--- config.mk ---
export PLATFORM = sky130hd
export DESIGN_NAME = bit_count_pipe_flat
export DESIGN_NICKNAME = d
export VERILOG_FILES = /design/src/rtl/bitcnt_pkg.sv /design/src/rtl/bit_count_pipe_if.sv /design/src/rtl/bit_count_chunk.sv /design/src/rtl/bit_count_pipe.sv /design/src/flat_wrapper.sv
export SDC_FILE = /design/constraint.sdc
export NUM_CORES = 1
export LEC_CHECK = 0
export BUFFER_PORTS_ARGS = -buffer_cell sky130_fd_sc_hd__buf_2
export CAP_MARGIN = 10
export CORE_AREA = 5 5 135 137
export CTS_CLUSTER_DIAMETER = 150
export DETAILED_ROUTE_END_ITERATION = 16
export DIE_AREA = 0 0 140 142
export MAX_ROUTING_LAYER = met4
export PLACE_DENSITY = 0.69
export SLEW_MARGIN = 20
export SYNTH_ARGS = -nofsm -noshare
export SYNTH_HDL_FRONTEND = slang
export SYNTH_SLANG_ARGS = --single-unit
--- constraint.sdc ---
create_clock -name clk -period 15 [get_ports clk]
set_input_delay 3 -clock clk [delete_from_list [all_inputs] [get_ports clk]]
set_output_delay 3 -clock clk [all_outputs]
set_load 0.01 [all_outputs]
--- src/rtl/bitcnt_pkg.sv ---
// Shared types and helpers for the pipelined bit-counting unit.
package bitcnt_pkg;

  typedef enum logic [2:0] {
    MODE_CLZ = 3'd0,
    MODE_CLO = 3'd1,
    MODE_CTZ = 3'd2,
    MODE_CTO = 3'd3,
    MODE_POP = 3'd4
  } mode_t;

  // Modes that scan from the MSB end
  function automatic logic is_leading(input mode_t m);
    return (m == MODE_CLZ) || (m == MODE_CLO);
  endfunction

  // Modes that scan from the LSB end
  function automatic logic is_trailing(input mode_t m);
    return (m == MODE_CTZ) || (m == MODE_CTO);
  endfunction

  // Result width able to hold 0..width inclusive
  function automatic int unsigned count_w(input int unsigned width);
    return 32'($clog2(width)) + 32'd1;
  endfunction

endpackage

--- src/rtl/bit_count_pipe_if.sv ---
// Operand/result handshake bundle for bit_count_pipe.
interface bit_count_pipe_if
  import bitcnt_pkg::*;
#(
  parameter int unsigned WIDTH = 32,
  parameter int unsigned TAG_W = 5
) ();

  localparam int unsigned CNT_W = count_w(WIDTH);

  logic             in_valid;
  logic             in_ready;
  mode_t            in_mode;
  logic [WIDTH-1:0] in_value;
  logic [TAG_W-1:0] in_tag;
  logic             out_valid;
  logic             out_ready;
  logic [CNT_W-1:0] out_count;
  logic [TAG_W-1:0] out_tag;

  modport master (
    output in_valid, in_mode, in_value, in_tag, out_ready,
    input  in_ready, out_valid, out_count, out_tag
  );

  modport slave (
    input  in_valid, in_mode, in_value, in_tag, out_ready,
    output in_ready, out_valid, out_count, out_tag
  );

endinterface

--- src/rtl/bit_count_chunk.sv ---
// Combinational per-chunk counter: run length from either end or popcount.
module bit_count_chunk
  import bitcnt_pkg::*;
#(
  parameter int unsigned CHUNK = 8
) (
  input  logic [CHUNK-1:0]       bits,
  input  mode_t                  mode,
  output logic [$clog2(CHUNK):0] count,
  output logic                   all_match
);

  localparam int unsigned CC_W = $clog2(CHUNK) + 1;

  logic tgt;
  logic run;

  // Count matching bits according to mode; unsupported codes give 0
  always_comb begin
    count = '0;
    run   = 1'b1;
    tgt   = (mode == MODE_CLO) || (mode == MODE_CTO);
    if (is_leading(mode)) begin
      for (int i = CHUNK - 1; i >= 0; i--) begin
        if (run && (bits[i] == tgt)) count = count + CC_W'(1);
        else                         run   = 1'b0;
      end
    end else if (is_trailing(mode)) begin
      for (int i = 0; i < CHUNK; i++) begin
        if (run && (bits[i] == tgt)) count = count + CC_W'(1);
        else                         run   = 1'b0;
      end
    end else if (mode == MODE_POP) begin
      for (int i = 0; i < CHUNK; i++) begin
        count = count + CC_W'(bits[i]);
      end
    end
  end

  assign all_match = (count == CC_W'(CHUNK));

endmodule

--- src/rtl/bit_count_pipe.sv ---
// Two-stage pipelined CLZ/CLO/CTZ/CTO/POP unit with valid/ready and tag pass-through.
module bit_count_pipe
  import bitcnt_pkg::*;
#(
  parameter int unsigned WIDTH = 32,
  parameter int unsigned CHUNK = 8,
  parameter int unsigned TAG_W = 5
) (
  input logic             clk,
  input logic             rst,
  input logic             flush,
  bit_count_pipe_if.slave bus
);

  localparam int unsigned CNT_W = count_w(WIDTH);
  localparam int unsigned NCH   = WIDTH / CHUNK;
  localparam int unsigned CC_W  = $clog2(CHUNK) + 1;

  logic [NCH-1:0][CC_W-1:0] chunk_cnt;
  logic [NCH-1:0]           chunk_full;

  logic                     s1_valid_q, s1_valid_d;
  mode_t                    s1_mode_q,  s1_mode_d;
  logic [TAG_W-1:0]         s1_tag_q,   s1_tag_d;
  logic [NCH-1:0][CC_W-1:0] s1_cnt_q,   s1_cnt_d;
  logic [NCH-1:0]           s1_full_q,  s1_full_d;

  logic                     out_valid_q, out_valid_d;
  logic [CNT_W-1:0]         out_count_q, out_count_d;
  logic [TAG_W-1:0]         out_tag_q,   out_tag_d;

  logic                     s2_advance;
  logic                     accept;
  logic [CNT_W-1:0]         combined;
  logic                     scan_run;

  for (genvar g = 0; g < NCH; g++) begin : g_chunk
    bit_count_chunk #(.CHUNK(CHUNK)) u_chunk (
      .bits      (bus.in_value[g*CHUNK +: CHUNK]),
      .mode      (bus.in_mode),
      .count     (chunk_cnt[g]),
      .all_match (chunk_full[g])
    );
  end

  // Stage 1 may load whenever stage 2 will move or stage 1 is empty
  assign s2_advance   = !out_valid_q || bus.out_ready;
  assign bus.in_ready = !s1_valid_q || s2_advance;
  assign accept       = bus.in_valid && bus.in_ready;

  // Stage 1 next state: capture chunk results on accept, drop on flush
  always_comb begin
    s1_valid_d = s1_valid_q;
    s1_mode_d  = s1_mode_q;
    s1_tag_d   = s1_tag_q;
    s1_cnt_d   = s1_cnt_q;
    s1_full_d  = s1_full_q;
    if (bus.in_ready) s1_valid_d = accept;
    if (accept) begin
      s1_mode_d = bus.in_mode;
      s1_tag_d  = bus.in_tag;
      s1_cnt_d  = chunk_cnt;
      s1_full_d = chunk_full;
    end
    if (flush) s1_valid_d = 1'b0;
  end

  // Combine chunk results: accumulate full chunks until the first partial one
  always_comb begin
    combined = '0;
    scan_run = 1'b1;
    if (is_leading(s1_mode_q)) begin
      for (int i = NCH - 1; i >= 0; i--) begin
        if (scan_run) begin
          combined = combined + CNT_W'(s1_cnt_q[i]);
          scan_run = s1_full_q[i];
        end
      end
    end else if (is_trailing(s1_mode_q)) begin
      for (int i = 0; i < NCH; i++) begin
        if (scan_run) begin
          combined = combined + CNT_W'(s1_cnt_q[i]);
          scan_run = s1_full_q[i];
        end
      end
    end else if (s1_mode_q == MODE_POP) begin
      for (int i = 0; i < NCH; i++) begin
        combined = combined + CNT_W'(s1_cnt_q[i]);
      end
    end
  end

  // Stage 2 next state: hold under back-pressure, drop valid on flush
  always_comb begin
    out_valid_d = out_valid_q;
    out_count_d = out_count_q;
    out_tag_d   = out_tag_q;
    if (s2_advance) begin
      out_valid_d = s1_valid_q;
      if (s1_valid_q) begin
        out_count_d = combined;
        out_tag_d   = s1_tag_q;
      end
    end
    if (flush) out_valid_d = 1'b0;
  end

  // Pipeline registers with synchronous reset clearing data as well
  always_ff @(posedge clk) begin
    if (rst) begin
      s1_valid_q  <= 1'b0;
      s1_mode_q   <= MODE_CLZ;
      s1_tag_q    <= '0;
      s1_cnt_q    <= '0;
      s1_full_q   <= '0;
      out_valid_q <= 1'b0;
      out_count_q <= '0;
      out_tag_q   <= '0;
    end else begin
      s1_valid_q  <= s1_valid_d;
      s1_mode_q   <= s1_mode_d;
      s1_tag_q    <= s1_tag_d;
      s1_cnt_q    <= s1_cnt_d;
      s1_full_q   <= s1_full_d;
      out_valid_q <= out_valid_d;
      out_count_q <= out_count_d;
      out_tag_q   <= out_tag_d;
    end
  end

  assign bus.out_valid = out_valid_q;
  assign bus.out_count = out_count_q;
  assign bus.out_tag   = out_tag_q;

endmodule

--- src/flat_wrapper.sv ---
// flat-port wrapper written by rule: the top's interface ports become plain ports
module bit_count_pipe_flat import bitcnt_pkg::*;
#(
  parameter int unsigned WIDTH = 32,
  parameter int unsigned CHUNK = 8,
  parameter int unsigned TAG_W = 5
)
  (clk, rst, flush, bus_in_valid, bus_in_mode, bus_in_value, bus_in_tag, bus_out_ready, bus_in_ready, bus_out_valid, bus_out_count, bus_out_tag);
  bit_count_pipe_if #(.WIDTH(WIDTH), .TAG_W(TAG_W)) bus_i ();
  input logic clk;
  input logic rst;
  input logic flush;
  input wire logic [$bits(bus_i.in_valid)-1:0] bus_in_valid;
  input wire logic [$bits(bus_i.in_mode)-1:0] bus_in_mode;
  input wire logic [$bits(bus_i.in_value)-1:0] bus_in_value;
  input wire logic [$bits(bus_i.in_tag)-1:0] bus_in_tag;
  input wire logic [$bits(bus_i.out_ready)-1:0] bus_out_ready;
  output wire logic [$bits(bus_i.in_ready)-1:0] bus_in_ready;
  output wire logic [$bits(bus_i.out_valid)-1:0] bus_out_valid;
  output wire logic [$bits(bus_i.out_count)-1:0] bus_out_count;
  output wire logic [$bits(bus_i.out_tag)-1:0] bus_out_tag;
  assign bus_i.in_valid = bus_in_valid;
  assign bus_i.in_mode = bus_in_mode;
  assign bus_i.in_value = bus_in_value;
  assign bus_i.in_tag = bus_in_tag;
  assign bus_i.out_ready = bus_out_ready;
  assign bus_in_ready = bus_i.in_ready;
  assign bus_out_valid = bus_i.out_valid;
  assign bus_out_count = bus_i.out_count;
  assign bus_out_tag = bus_i.out_tag;
  bit_count_pipe #(.WIDTH(WIDTH), .CHUNK(CHUNK), .TAG_W(TAG_W)) u_core (.clk(clk), .rst(rst), .flush(flush), .bus(bus_i));
endmodule
==> results of run 1 <==
==> report_power, final <==
| part | switching (mW) | internal (mW) |
|---|---|---|
| logic | 0.135 | 0.0896 |
| registers | 0.00682 | 0.114 |
| clock network | 0.0414 | 0.0704 |
==> logic make-up after synthesis <==
kind of cell / after synthesis
AOI/OAI and AO/OA: 309
xor gates and xnor gates: 54
buffers and inverters: 157
muxes: 32
adders and majority gates: 99
and+or+nand+nor: 398
DFF: 41
==> flip-flops by register name, indices dropped and copies added (netlist names) <==
register and flops:
u_core.s1_mode_q 3, u_core.bus.out_tag 5, u_core.bus.out_valid 1, u_core.s1_tag_q 5, u_core.s1_valid_q 1, u_core.bus.out_count 6
u_core.s1_full_q 4, u_core.s1_cnt_q 16
==> worst paths after layout <==
kind,end,startpoint,cells after the start,slack (ps)
worst min register to register,u_core.bus.out_tag[0],u_core.s1_tag_q[0],2,450
worst max register to register,u_core.bus.out_count[3],u_core.s1_cnt_q[0],15,10750
worst max-delay path,u_core.s1_full_q[0],bus_in_mode[2],22,6940
worst min-delay path,u_core.bus.out_tag[0],u_core.s1_tag_q[0],2,450
==> routing by layer <==
layer  up-vias  global-route usage, %
met3        23                  1.647
met5         -                      -
met2       234                  37.50
met1      3705                  28.18
li1       3953                      -
met4         0                  4.182
==> cell type report <==
cell class | instances | area, sq um | share of cell area [%]
Multi-Input combinational cell | 892 | 6416 | 76.86
Sequential cell | 41 | 820.8 | 9.832
Inverter | 97 | 364.1 | 4.362
Timing Repair Buffer | 60 | 307.8 | 3.687
Tap cell | 225 | 281.5 | 3.372
Clock buffer | 7 | 152.6 | 1.829
Clock inverter | 1 | 5.005 | 0.05995
==> critical path: stages <==
cell and delay, ps:
buf_2 430, nand2b_2 210, buf_4 520, a21oi_1 80, a21oi_1 320, nand2_1 100
ha_1 300, o311a_1 290, o221ai_1 460, mux2_2 260, o21bai_1 60, ha_1 300
or3_1 370, a21oi_1 290, nor3_1 100, ha_1 200, o21ai_0 110, xnor2_1 150
nor2_1 70, xnor2_1 160, o21ai_0 140, o41ai_2 310
==> cell usage in the layout (no fill, tap or decap), drive strengths merged, types with 8 or more instances in the layout <==
cell and count:
nand4 9, a31oi 12, o2111ai 9, xnor2 36, dfxtp 41, ha 72
nand3 27, nand2b 16, o21ai 58, buf 60, mux2i 20, nor2b 26
a21o 14, or3 10, fa 27, mux2 12, a211oi 21, or2 15
o211a 9, nor4 9, and3 11, inv 97, nor3 39, o22ai 8
a21oi 85, and2 10, o211ai 13, nand2 123, nor2 76, xor2 14
==> through the flow <==
stage | power, mW | hold WS [ps] | worst slack (ps)
detailed placement | 0.3464 | 443.6 | 6766
global route | 0.4984 | 468.2 | 6632
finish | 0.4579 | 452.4 | 6944
floorplan | 0.2906 | 432.1 | 7681
CTS | 0.4597 | 452.2 | 7052
global placement | 0.3445 | 438.6 | 6893
==> results.md, run 1 <==
- Status: finished, final reports clean
- Count leader, synth: nand2_1
- DRT met1 WL: 9438 um
- Ys flop type: dfxtp_1
- Pin count of the biggest net entering global routing: 66
- Layout cell share with drive strength beyond 1: 9.563%
- # IOs: 58
- Met2 WL: 10480 um
- Final Instance Area: 0.008348 sq mm
- Register area share after synthesis: 10.41%
- Mapped cell area: about 0.0079 sq mm
- Die height: 142 um
- Dpl cells: 1315
- Measured slew at the worst slew-check pin: 1092 ps
- RSZ-0062 raised after global routing: no
- Clk Latency, worst-skew pair: 280 ps
- Die area: between 0.015 and 0.02 sq mm
- Initial antenna violation count: 0
- Nets: approximately 1200
- Synthesized Nets: 1234
- Row count: 48
- EDFF count, synth: 0
- Fin. Hold Viols: 0
- PwrDens: ~55 mW/mm^2
- DP HPWL: 16650 um
- First-pass GRT wire length: between 30000 and 40000 um
- Postcts setup bufs: 0
- CP startpoint kind: input pin
- First-pass DRT Iterations: 5
- Vias in the first global route: 7452
- GRT Total Usage: 21.68%
- CP required: around 15000 ps
- Clock slew at reported path FFs: about 60 ps
- Mapped Cells: 1090
- PortBufs: 57
- Period utilization: 53.70%
- XOR/XNOR Fraction of Synth Area: around 6.8%
- Combinational family with the most area after synthesis: compound AO/OA/AOI/OAI gates
- Compound-Gate Fraction of Synth Area: around a quarter
- Die width: 140 um
- Core region area: 0.01694 sq mm
- Area growth from synthesis to layout: 5.888%
- Vias per inst: roughly 6
- Worst slew margin: 26.64%
- Avg Cell Area, Syn: 7.233 sq um
- Max Fclk: ~120 MHz
- Htree depth: 2
- Num CTS Buffers: 5
- Tightest Hold Check Type: reg -> reg
- Simple-gate portion of the synthesized area: 25.30%
- Top sig layer: met4
- Max Cap Violations: 0
- Adder-Cell Fraction of Synth Area: between 15 and 20%
- Crit path max fanout: 58
- ANT nets after route: 0
- Drt wl/cell: 16.04 um
- Mux cell area share after synthesis: 4.301%
- Tmin final: ~8100 ps
- Final setup TNS: 0 ps
- Initial DRC count: around 490
- Critical path arrival: slightly above 8000 ps
- DRC: 0
- Diodes inserted: 0
- Placed cell area: 0.008190 sq mm
- FF+latch count, synth: 41
- Setup crit end kind: flip-flop
- Clock Tree Root: clkbuf_16
- Layout Utilization: 49.29%
- GP Congestion: ~0.92
- Max Clock Skew: 5.160 ps
- Top cell type's share of synthesized area: 11.43%
- Met3 WL: 1120 um
- Count of final setup violators: 0
- Ys async rst share: 0%
- # resized after CTS: 0
- Fillers: 1753
- Clk buf depth: 2
- CTS tree: done
- Initial Util: 46.55%
- Dominant cell type by area after synthesis: ha_1
- Lkg Pwr: 3.754 nW
- Distinct cells, synth: 82
- Routed wire length: 21220 um
- Hold Buf Count CTS: 0
- Slew Limit Fails: 0
- Congestion Overflow GR: 0
- Vias: roughly 7900
- Post-synth top cells: nand2_1, inv_1, a21oi_1
- VDD IR max: 0.05005 mV
- Fin cells: 1323
- Synth area leaders: ha_1, dfxtp_1, fa_1, nand2_1, a21oi_1
- CTS sink cnt: 41
- Setup CP Type: in -> reg
- Syn. warnings: 0
(Power assumes the default switching activity.)
==> inputs of run 2 (changes only) <==
Clock period 15 ns to 7.8 ns, I/O delays scaled along.
==> results.md, run 2 (synthesis results as in run 1) <==
- Routed wire length: 21000 um
- Final setup TNS: 0 ps
- Max Cap Violations: 0
- Max FFs per register: 16
- Tmin final: 6504 ps
- Htree depth: 2
- CTS tree: done
- Row count: 48
- Vias per inst: 5.923
- Pint: 0.5276 mW
- Crit-path max cell delay: 680 ps
- PwrDens: 105.4 mW/mm^2
- Die height: 142 um
- Worst Hold Path EP: u_core.bus.out_count[0]
- CP required: around 8000 ps
- Bufs and invs on worst path: 1
- WHS: 446.1 ps
- Count of final setup violators: 0
- Congestion Overflow GR: 0
- Max Fclk: 153.8 MHz
- Die width: between 100 and 150 um
- Core region area: 0.01694 sq mm
- Placed cell area: around 0.0082 sq mm
- First-pass DRT Iterations: 5
- Vias in the first global route: ~7400
- Clock power share: 24.6%
- VDD IR max: 0.06931 mV
- # resized after CTS: 0
- Initial Util: 46.55%
- Clk Latency, worst-skew pair: 280 ps
- Critical path arrival: 6690 ps
- P_sw: 0.3529 mW
- Flop2flop setup slack: 3560 ps
- DP HPWL: 16710 um
- Commonest non-fill, non-tap cell in the layout: nand2_1
- Tightest Hold Check Type: reg -> reg
- R2R depth: 15
- Fin. Hold Viols: 0
- Setup CP Type: in -> reg
- Nets: 1241
- Crit path max-delay family: compound AO/OA/AOI/OAI gates
- Layout cell share with drive strength beyond 1: about a tenth
- Diodes inserted: 0
- Pin count of the biggest net entering global routing: 66
- Clk buf depth: 2
- Hold Buf Count CTS: 0
- Worst slew margin: 40.57%
- Crit path max fanout: 31
- Status: finished, final reports clean
- Net Sw Frac: approximately 40%
- First-pass GRT wire length: 36330 um
- Slew Limit Fails: 0
- Final Instance Area: around 0.0084 sq mm
- GRT Total Usage: 21.90%
- Max Clock Skew: 4.626 ps
- Biggest register: u_core.s1_cnt_q
- GP Congestion: 0.9455
- Post-Place Worst Slack: about 1100 ps
- PortBufs: 57
- Most frequent cells in the layout: nand2_1, inv_1, a21oi_1, nor2_1, ha_1
- CP startpoint kind: input pin
- Reg-to-reg critical path startpoint: u_core.s1_cnt_q[0]
- Lkg Pwr: 3.755 nW
- # IOs: 58
- Hold Path Stages: 2
- HP Start: u_core.bus.out_count[0]
- CTS sink cnt: a little over 40
- RSZ-0062 raised after global routing: no
- R2R Path End: u_core.bus.out_count[3]
- Clock Tree Root: clkbuf_16
- Final Total Pwr: about 0.88 mW
- Combinational share of power: 49.0%
- Vias: 7836
- PnR worst setup slack: 1296 ps
- Crit-path slowest cell: nand2b_2
- Period utilization: 83.38%
- Num CTS Buffers: 5
- Setup crit end kind: flip-flop
- Initial DRC count: approximately 440
- Postcts setup bufs: 0
- DRC: 0
- Measured slew at the worst slew-check pin: 889.3 ps
- Die area: 0.01988 sq mm
- ANT nets after route: 0
- Clock slew at reported path FFs: roughly 60 ps
- Drt wl/cell: 15.87 um
- Initial antenna violation count: 0
- Reg power frac: 26.4%
- Area growth from synthesis to layout: 5.951%
- Critical path cell sequence: buf_2, nand2b_2, a21oi_1, a21oi_1, nand2_1, ha_1, o311a_1, o221ai_1, mux2_2, o21bai_1, ha_1, or3_1, a21oi_1, nor3_1, ha_1, o21ai_0, xnor2_1, nor2_1, xnor2_1, o21ai_0, o41ai_2
-- run 2: cell counts in the layout (fill, tap and decap cells not counted) --
Identical to the previous run, type by type.
-- run 2: per-layer routing --
metal | share of wire [%] | wire length, um | vias up | track usage (%)
met4 | 1.7 | 367 | 0 | 4.539
met5 | 0 | 0 | - | -
met2 | 49 | 10210 | 196 | 37.66
li1 | - | - | 3950 | -
met3 | 3.5 | 736 | 32 | 1.344
met1 | 46 | 9683 | 3658 | 28.72
-- run 2: power by group through the flow --
stage | Combinational (mW) | Clock [mW] | Sequential (mW)
6_report | 0.431 | 0.217 | 0.233
5_1_grt | 0.494 | 0.227 | 0.234
4_1_cts | 0.430 | 0.219 | 0.232
3_5_place_dp | 0.427 | 0 | 0.237
3_3_place_gp | 0.422 | 0 | 0.236
2_1_floorplan | 0.327 | 0 | 0.232
-- run 2: worst max-delay path by stage --
| stage | slack (ps) | endpoint | start | depth (start not counted) |
|---|---|---|---|---|
| final | 1300 | u_core.s1_full_q[0] | bus_in_mode[2] | 21 |
| after global placement | 1240 | u_core.s1_full_q[0] | bus_in_mode[2] | 21 |
| after detailed placement | 1080 | u_core.s1_full_q[0] | bus_in_mode[2] | 21 |
| after CTS | 1360 | u_core.s1_full_q[0] | bus_in_mode[2] | 21 |
| after floorplan | 1920 | u_core.s1_full_q[0] | bus_in_mode[0] | 24 |
| after global routing | 910 | u_core.s1_full_q[0] | bus_in_mode[2] | 21 |
-- run 2: stage by stage --
stage,util (%),cells
floorplan,-,1090
global placement,48.36,1315
detailed placement,48.36,1315
CTS,49.29,1323
global route,49.32,1323
finish,49.32,1323
-- run 2: worst register-to-register path, delay by kind of cell, from the launching register on --
kind | cells | cell delay, ps
and+or+nand+nor | 1 | 520
buffers and inverters | 2 | 160
AOI/OAI and AO/OA | 7 | 1450
xor gates and xnor gates | 1 | 90
DFF | 1 | 410
adders and majority gates | 4 | 1530
-- run 2: area by class of cell --
class,count,area [sq um]
clock buffers,7,152.6
clock inverters,1,5.005
fillers,1706,8583
inverters,97,364.1
multi-input cells,892,6421
flip-flops and latches,41,820.8
well taps,225,281.5
repair buffers,60,307.8
==> inputs of run 3 (changes only) <==
Clock period 7.8 ns to 6.63 ns, I/O delays scaled along.
==> results.md, run 3 (synthesis results as in run 1) <==
- Core region area: 0.01694 sq mm
- R2R depth: 15
- GP Congestion: 0.9261
- Routed wire length: 21450 um
- Tmin final: between 5000 and 6000 ps
- Die area: 0.01988 sq mm
- Num CTS Buffers: 5
- VDD IR max: just over 0.09 mV
- P_sw: a little over 0.4 mW
- Most frequent cells in the layout: nand2_1, inv_1, a21oi_1, nor2_1, ha_1
- First-pass GRT wire length: between 30000 and 40000 um
- Drt wl/cell: 16.14 um
- ANT nets after route: 0
- Nets: 1247
- Die height: 142 um
- Commonest non-fill, non-tap cell in the layout: nand2_1
- Postcts setup bufs: 0
- Measured slew at the worst slew-check pin: ~940 ps
- Pin count of the biggest net entering global routing: 38
- Vias per inst: roughly 6
- Diodes inserted: 0
- Net Sw Frac: 40.55%
- Final setup TNS: 0 ps
- Htree depth: 2
- Clk Latency, worst-skew pair: 280 ps
- Clock Tree Root: clkbuf_16
- CP required: a little under 7000 ps
- # IOs: a little under 60
- R2R Path End: u_core.bus.out_count[3]
- PortBufs: 57
- Setup crit end kind: flip-flop
- Hold Path Stages: 2
- Final Total Pwr: 1.017 mW
- Clock power share: 22.5%
- Tightest Hold Check Type: reg -> reg
- PwrDens: 121.5 mW/mm^2
- Max Clock Skew: 6.438 ps
- Met3 Usage GRT: 1.478%
- Setup CP Type: in -> reg
- HP Start: u_core.bus.out_count[0]
- Max Fclk: 174.4 MHz
- Top Usage Layer GRT: met2
- Row count: 48
- Area growth from synthesis to layout: 6.190%
- Initial DRC count: 510
- DP HPWL: 16990 um
- Pint: 0.6045 mW
- Vias in the first global route: 7462
- Max FFs per register: 16
- Hold Buf Count CTS: 0
- Grt met1 use: approximately 28%
- Count of final setup violators: 0
- Die width: roughly 140 um
- Max Cap Violations: 0
- Reg power frac: 26.9%
- CTS sink cnt: between 40 and 50
- Status: finished, final reports clean
- Biggest register: u_core.s1_cnt_q
- First-pass DRT Iterations: 5
- Layout cell share with drive strength beyond 1: 9.783%
- CTS tree: done
- DRC: 0
- Period utilization: 86.48%
- Layout Utilization: approximately 49%
- Initial antenna violation count: 0
- Vias: ~8000
- Met2 usage: 36.57%
- Crit path max fanout: 16
- Worst Hold Path EP: u_core.bus.out_count[0]
- Congestion Overflow GR: 0
- Fillers: 1712
- Clock slew at reported path FFs: 60 ps
- RSZ-0062 raised after global routing: no
- # resized after CTS: 0
- GRT Total Usage: between 20% and 30%
- Worst slew margin: 37.27%
- Critical path arrival: approximately 6000 ps
- Combinational share of power: 50.5%
- Flop2flop setup slack: 2330 ps
- Lkg Pwr: 3.768 nW
- Reg-to-reg critical path startpoint: u_core.s1_cnt_q[0]
- Slew Limit Fails: 0
- Initial Util: 46.55%
- Fin. Hold Viols: 0
- CP startpoint kind: input pin
- Clk buf depth: 2
-- run 3: cell types whose count changed in the layout (fill, tap and decap cells not counted) --
cell / previous run / this run
clkbuf_8: 2 / 0
buf_4: 3 / 9
clkinv_2: 1 / 0
nor3_1: 38 / 39
clkbuf_1: 0 / 3
nor3_2: 1 / 0
-- run 3: layout make-up --
| cell class | instances | area, sq um | share of cell area (%) |
|---|---|---|---|
| Clock buffer | 8 | 136.4 | 1.629 |
| Inverter | 97 | 364.1 | 4.349 |
| Multi-Input combinational cell | 892 | 6416 | 76.64 |
| Sequential cell | 41 | 820.8 | 9.804 |
| Tap cell | 225 | 281.5 | 3.363 |
| Timing Repair Buffer | 66 | 352.8 | 4.215 |
-- run 3: worst max-delay path by stage --
| stage | from | endpoint | slack [ps] | cells after the start |
|---|---|---|---|---|
| 2_1_floorplan | bus_in_mode[0] | u_core.s1_full_q[0] | 980 | 24 |
| 3_3_place_gp | bus_in_mode[0] | u_core.s1_full_q[0] | 800 | 21 |
| 3_5_place_dp | bus_in_mode[0] | u_core.s1_full_q[0] | 700 | 21 |
| 4_1_cts | bus_in_mode[0] | u_core.s1_full_q[0] | 940 | 21 |
| 5_1_grt | bus_in_mode[0] | u_core.s1_full_q[0] | 560 | 21 |
| 6_report | bus_in_mode[0] | u_core.s1_full_q[0] | 900 | 21 |
-- run 3: per-stage QoR --
step                instance area [sq um]  setup WS, ps  std cells  hold WS, ps
finish                               8372         896.2       1329        446.3
global route                         8372         561.1       1329        472.3
CTS                                  8372         943.1       1329        450.6
detailed placement                   8235         697.5       1321        443.3
global placement                     8235         802.5       1321        439.4
floorplan                            7884         985.0       1090        432.1
-- run 3: per-layer routing --
layer,share of wire (%),vias to the layer above,wire length (um)
met5,0,-,0
met4,1.9,0,404
met3,4.1,33,871
met2,48,216,10290
met1,46,3735,9883
li1,-,3964,-
-- run 3: power groups by stage --
stage          clock (mW)  combinational, mW  sequential [mW]
5_1_grt             0.243              0.582            0.275
3_3_place_gp            0              0.498            0.279
4_1_cts             0.232              0.511            0.273
6_report            0.229              0.514            0.274
2_1_floorplan           0              0.385            0.273
3_5_place_dp            0              0.508            0.279
-- run 3: worst max-delay path, stage by stage --
cell      delay, ps
buf_2           330
nor2b_4         250
o32a_1          460
nand2_1         110
ha_1            310
o311a_1         290
o221ai_1        200
buf_4           180
mux2_2          150
o21bai_1         60
ha_1            290
or3_1           360
a21oi_1         290
nor3_1          100
ha_1            200
o21ai_0          90
xnor2_1         140
nor2_1           60
xnor2_1         190
o21ai_0         160
o41ai_2         350
